<file path="config.mk">
export PLATFORM = sky130hd
export DESIGN_NAME = pp_sched
export DESIGN_NICKNAME = d
export VERILOG_FILES = /design/src/rtl/pp_sched.sv
export SDC_FILE = /design/constraint.sdc
export NUM_CORES = 1
export LEC_CHECK = 0
export BUFFER_PORTS_ARGS = -buffer_cell sky130_fd_sc_hd__buf_2
export CAP_MARGIN = 20
export CELL_PAD_IN_SITES_DETAIL_PLACEMENT = 0
export CELL_PAD_IN_SITES_GLOBAL_PLACEMENT = 1
export CORE_ASPECT_RATIO = 0.9
export CORE_UTILIZATION = 25
export CTS_BUF_LIST = sky130_fd_sc_hd__clkbuf_2
export CTS_CLUSTER_DIAMETER = 120
export DETAILED_ROUTE_END_ITERATION = 16
export GPL_ROUTABILITY_DRIVEN = 0
export PLACE_DENSITY_LB_ADDON = 0.05
export SLEW_MARGIN = 25
export SYNTH_ARGS = -nofsm -noshare
export SYNTH_HDL_FRONTEND = slang
export SYNTH_SLANG_ARGS = --single-unit
</file>
<file path="constraint.sdc">
create_clock -name clk -period 3.9 [get_ports clk]
set_input_delay 0.975 -clock clk [delete_from_list [all_inputs] [get_ports clk]]
set_output_delay 0.975 -clock clk [all_outputs]
set_load 0.01 [all_outputs]
</file>
<file path="src/rtl/pp_sched.sv">
// pp_sched: FIFO of {cmd,in1,in2} commands issued one at a time to a compute engine.
// A watchdog on the engine's response turns a hung engine into an error result.
module pp_sched #(
    parameter int CMD_SIZE_LOG2 = 3,
    parameter int DATA_W        = 32,
    parameter int DEPTH         = 4,
    parameter int TIMEOUT       = 255
) (
    input  logic                          clk,
    input  logic                          reset,
    input  logic                          s_valid,
    output logic                          s_ready,
    input  logic [(2**CMD_SIZE_LOG2)-1:0] s_cmd,
    input  logic [DATA_W-1:0]             s_in1,
    input  logic [DATA_W-1:0]             s_in2,
    output logic                          m_valid,
    input  logic                          m_ready,
    output logic [DATA_W-1:0]             m_data,
    output logic                          m_err,
    output logic                          eng_reset,
    output logic                          eng_enable,
    output logic [(2**CMD_SIZE_LOG2)-1:0] eng_cmd,
    output logic [DATA_W-1:0]             eng_in1,
    output logic [DATA_W-1:0]             eng_in2,
    input  logic                          eng_valid,
    input  logic [DATA_W-1:0]             eng_out,
    output logic                          busy
);
    localparam int CW    = 2**CMD_SIZE_LOG2;
    localparam int EW    = CW + 2*DATA_W;
    localparam int PTR_W = $clog2(DEPTH);
    localparam int CNT_W = PTR_W + 1;
    localparam int TMR_W = $clog2(TIMEOUT + 1);
    localparam logic [CNT_W-1:0] FULL_CNT  = CNT_W'(DEPTH);
    localparam logic [TMR_W-1:0] LAST_TICK = TMR_W'(TIMEOUT - 1);

    typedef enum logic [1:0] {IDLE, ISSUE, WAIT, RESP} state_t;

    state_t            state_reg, state_next;
    logic [EW-1:0]     mem [DEPTH];
    logic [PTR_W-1:0]  wr_ptr_reg, rd_ptr_reg;
    logic [CNT_W-1:0]  count_reg;
    logic [TMR_W-1:0]  timer_reg;
    logic              eng_rst_pulse_reg;
    logic              m_err_reg;
    logic [DATA_W-1:0] m_data_reg;
    logic [CW-1:0]     eng_cmd_reg;
    logic [DATA_W-1:0] eng_in1_reg, eng_in2_reg;
    logic              push, pop, timeout_hit;

    // Readiness comes from the registered count only, so a full queue never
    // accepts on the strength of a same-cycle pop.
    assign s_ready = !reset && (count_reg < FULL_CNT);
    assign push    = s_valid && s_ready;
    assign pop     = (state_reg == IDLE) && (count_reg != '0);

    assign eng_enable = !reset && (state_reg == ISSUE);
    assign m_valid    = !reset && (state_reg == RESP);
    assign eng_reset  = reset || eng_rst_pulse_reg;
    assign busy       = (state_reg != IDLE) || (count_reg != '0);
    assign m_data     = m_data_reg;
    assign m_err      = m_err_reg;
    assign eng_cmd    = eng_cmd_reg;
    assign eng_in1    = eng_in1_reg;
    assign eng_in2    = eng_in2_reg;

    always_ff @(posedge clk) begin
        if (reset) state_reg <= IDLE;
        else       state_reg <= state_next;
    end

    always_comb begin
        state_next  = state_reg;
        timeout_hit = 1'b0;
        case (state_reg)
            IDLE:  if (count_reg != '0) state_next = ISSUE;
            ISSUE: state_next = WAIT;
            // A response on the final watchdog cycle still counts as success.
            WAIT: begin
                if (eng_valid) begin
                    state_next = RESP;
                end else if (timer_reg == LAST_TICK) begin
                    state_next  = RESP;
                    timeout_hit = 1'b1;
                end
            end
            RESP:  if (m_ready) state_next = IDLE;
            default: state_next = IDLE;
        endcase
    end

    always_ff @(posedge clk) begin
        if (push) mem[wr_ptr_reg] <= {s_cmd, s_in1, s_in2};
    end

    always_ff @(posedge clk) begin
        if (reset) begin
            wr_ptr_reg        <= '0;
            rd_ptr_reg        <= '0;
            count_reg         <= '0;
            timer_reg         <= '0;
            eng_rst_pulse_reg <= 1'b0;
            m_data_reg        <= '0;
            m_err_reg         <= 1'b0;
            eng_cmd_reg       <= '0;
            eng_in1_reg       <= '0;
            eng_in2_reg       <= '0;
        end else begin
            eng_rst_pulse_reg <= timeout_hit;
            if (push) wr_ptr_reg <= wr_ptr_reg + PTR_W'(1);
            if (pop) begin
                rd_ptr_reg <= rd_ptr_reg + PTR_W'(1);
                {eng_cmd_reg, eng_in1_reg, eng_in2_reg} <= mem[rd_ptr_reg];
            end
            case ({push, pop})
                2'b10:   count_reg <= count_reg + CNT_W'(1);
                2'b01:   count_reg <= count_reg - CNT_W'(1);
                default: count_reg <= count_reg;
            endcase
            case (state_reg)
                ISSUE: timer_reg <= '0;
                WAIT: begin
                    if (eng_valid) begin
                        m_data_reg <= eng_out;
                        m_err_reg  <= 1'b0;
                    end else if (timeout_hit) begin
                        m_data_reg <= '0;
                        m_err_reg  <= 1'b1;
                    end else begin
                        timer_reg <= timer_reg + TMR_W'(1);
                    end
                end
                default: ;
            endcase
        end
    end
endmodule

</file>
==> qor.txt <==
=================================================================================================================
Result of the run                                                                                       completed
Clock tree buffer depth                                                                                         3
Number of antenna violations at the first check in global routing                                               4
Arithmetic-cell share of the synthesized area counting full adders, half adders and majority gates          1.14%
Most flop-heavy register                                                                                      mem
Setup crit end kind                                                                                    output pin
Final design instance area without fill                                                                 19000 um2
Post-synth top area cell                                                                             sky130_fd_sc_hd__edfxtp_1
Worst Path Required                                                                                       2920 ps
Final core utilization                                                                                      32.4%
Max transition margin                                                                                       44.1%
Synth top area cells                                                                                 sky130_fd_sc_hd__edfxtp_1 58%, sky130_fd_sc_hd__dfxtp_1 17%, sky130_fd_sc_hd__mux4_2 11%, sky130_fd_sc_hd__nand2_1 3.8%, sky130_fd_sc_hd__a21oi_1 2.8%
TritonCTS sink count                                                                                          411
Total instance count after detailed placement                                                                1850
Worst-Margin Slew                                                                                          834 ps
Die ar.                                                                                                 60700 um2
Top cell family by delay on the critical path                                                          flip-flops
Worst-case register-to-register setup slack                                                               1420 ps
Fraction of final layout cells with drive strength greater than 1                                           36.2%
Max frequency                                                                                           0.332 GHz
Post-route minimum period                                                                                 3010 ps
Maximum single-stage delay on the critical path                                                            410 ps
Clock tree root buffer cell                                                                          sky130_fd_sc_hd__clkbuf_2
Buffers & Inverters on Critical Path                                                                            2
Combinational family with the most area after synthesis                                              multiplexers
Worst clock skew                                                                                          75.0 ps
Count of final hold-check violations                                                                            0
Area of all sequential standard cells                                                                   11100 um2
Htree depth                                                                                                     3
Leakage Power                                                                                          0.00696 uW
Number of optimization iterations in the first detailed-route pass                                              4
Critical path launch point type                                                                         flip-flop
Overall Global Routing Usage                                                                                13.0%
Share of synthesized area occupied by flip-flops and latches                                                74.5%
Half-perimeter wire length after placement                                                                21.7 mm
Xor/xnor cell area share of the yosys netlist                                                              0.294%
Worst Hold Slack                                                                                           396 ps
Number of design-rule violations left by the first detailed-router iteration                                  400
Ports                                                                                                         219
Number of filler cells placed in the layout                                                                  5912
Total count of max-transition violations in the final report                                                    0
TritonCTS clock tree                                                                                          yes
Die height                                                                                                 234 um
Ordered list of cells on the worst path                                                              inv_1 -> ha_1 -> nand2_1 -> buf_2
Placed cell area                                                                                        16900 um2
Total wirelength of the detailed-routed design                                                            39.1 mm
Number of vias after detailed routing                                                                        9089
Largest register FFs                                                                                          288
Multi-input gate area in the final layout                                                                3520 um2
Complex-gate fraction of the synthesized area                                                               5.62%
Starting Density                                                                                            25.4%
Share of Yosys cell area claimed by the top area cell type                                                  58.0%
Wire length of the first global-routing pass                                                              58.5 mm
Largest net degree at the start of global routing                                                              73
Commonest non-fill, non-tap cell in the layout                                                       sky130_fd_sc_hd__edfxtp_1
Highest-count cells in the layout ignoring fill and taps                                             288 x sky130_fd_sc_hd__edfxtp_1, 217 x sky130_fd_sc_hd__buf_2, 174 x sky130_fd_sc_hd__clkbuf_2, 151 x sky130_fd_sc_hd__nand2_1, 121 x sky130_fd_sc_hd__dfxtp_1
Largest driver fanout on the critical path                                                                      4
Post-detailed-route DRC marker count                                                                            0
Horizontal die dimension                                                                                   260 um
RSZ-0062 raised after global routing                                                                        false
Syn Area/Cell                                                                                            16.7 um2
Share of synthesized area spent on multiplexers                                                             10.9%
Per-cell routed wire length                                                                               18.1 um
Worst-case vdd ir drop                                                                                     239 uV
Vias per cell                                                                                                4.20
GR Overflow Total                                                                                               0
Post-synth net total                                                                                         1014
Insertion delay of the later-clocked pin in the worst-skew pair                                           1080 ps
Final layout net count                                                                                       1416
Kind of critical path                                                                                  reg -> out
Cell area after synthesis                                                                               14900 um2
Count of buffers from port buffering                                                                          218
Pwr dens                                                                                               595 nW/um2
Vias in the first global route                                                                               9627
Period utilisation layout                                                                                   77.2%
Critical-path top delay cell                                                                         sky130_fd_sc_hd__dfxtp_1
Residual antenna-violating net count after detailed routing                                                     0
Number of buffers created by CTS                                                                              111
Final setup violating endpoints                                                                                 0
Non-filler instance count after layout                                                                       2162
Register clock-pin slew on the reported worst setup and hold paths                                          90 ps
Data arrival, critical path                                                                               2030 ps
Number of unique standard cell types used by synthesis                                                         42
Worst min-delay path category                                                                           in -> reg
Synth warn                                                                                                      0
Synthesized instance count                                                                                    892
CORE AREA                                                                                               58600 um2
Area added between synthesis and finish                                                                     27.5%
Standard-cell rows                                                                                             84
Post-synthesis sequential element count                                                                       411
Post-route setup TNS                                                                                         0 ps
Simple-gate portion of the synthesized area                                                                 5.49%
# Max-Cap Violations                                                                                            0
Total of cells resized after clock tree synthesis                                                               0
=================================================================================================================
==> cell families (layout without fill, tap and decap cells) <==
group,Yosys count,after routing
flip-flops,411,411
AND/OR/NAND/NOR,194,194
AO/OA/AOI/OAI,135,135
multiplexers,72,72
buffers and inverters,62,553
adder cells (fa/ha/maj),13,13
XOR/XNOR,5,5
other,0,5
==> final timing paths <==
path / cells past startpoint / startpoint / end
worst max-delay path: 4 / state_reg[0] / busy
worst min-delay path: 3 / s_valid / wr_ptr_reg[1]
worst max register to register: 10 / state_reg[1] / count_reg[2]
worst min register to register: 2 / eng_cmd[2] / eng_cmd[2]
==> power by group <==
part,leakage [uW],internal [uW],switching [uW]
combinational,0.00256,1090,1570
clock,0.000784,1250,1830
sequential,0.00362,5250,343
total,0.00696,7590,3740
==> final cells by class <==
cell class / instances / area share, %
clock buffers: 174 / 4.58
multi-input cells: 419 / 18.5
flip-flops and latches: 411 / 58.4
well taps: 774 / 5.09
repair buffers: 340 / 12.3
clock inverters: 28 / 0.769
diodes: 5 / 0.0658
inverters: 11 / 0.224
==> per-layer routing <==
layer | GRT usage, % | share of wire (%) | vias to the layer above
met2 | 20.6 | 46 | 235
met1 | 16.7 | 46 | 4472
li1 | - | - | 4292
met4 | 4.85 | 2.4 | 4
met3 | 4.00 | 5.4 | 86
met5 | 0 | 0.069 | -
==> what timing repair did <==
| item | CTS | global route |
|---|---|---|
| endpoints found under the setup margin | 0 | 0 |
| hold buffers | 105 | 0 |
| setup buffers | 0 | 0 |
| endpoints found under the hold margin | 316 | 0 |
==> tightest hold or removal path: cells and delay by family <==
family / cells / cell delay (ps)
AOI/OAI and AO/OA: 1 / 80
and+or+nand+nor: 1 / 210
buffers and inverters: 1 / 120
==> Yosys cell counts, drive strengths merged <==
library cell / instances
a211oi: 2
a21o: 2
a21oi: 85
a22o: 32
a311oi: 1
a31oi: 1
and2: 1
and2b: 1
and3: 5
and4: 1
buf: 36
clkbuf: 15
dfxtp: 123
edfxtp: 288
fa: 1
ha: 12
inv: 11
mux4: 72
nand2: 151
nand2b: 4
nand3: 8
nand4: 1
nand4b: 1
nor2: 9
nor2b: 3
nor3: 2
nor4: 1
o211ai: 4
o21a: 1
o21ai: 3
o31a: 1
o31ai: 3
or2: 1
or2b: 1
or3: 4
xnor2: 2
xor2: 3
==> stage by stage <==
step / total power [uW] / worst slack [ps]
2_1_floorplan: 7260 / 240
3_3_place_gp: 8420 / 1010
3_5_place_dp: 8420 / 1020
4_1_cts: 11700 / 664
5_1_grt: 12200 / 581
6_report: 11300 / 891
No activity file was read; power rests on OpenSTA's default activity.
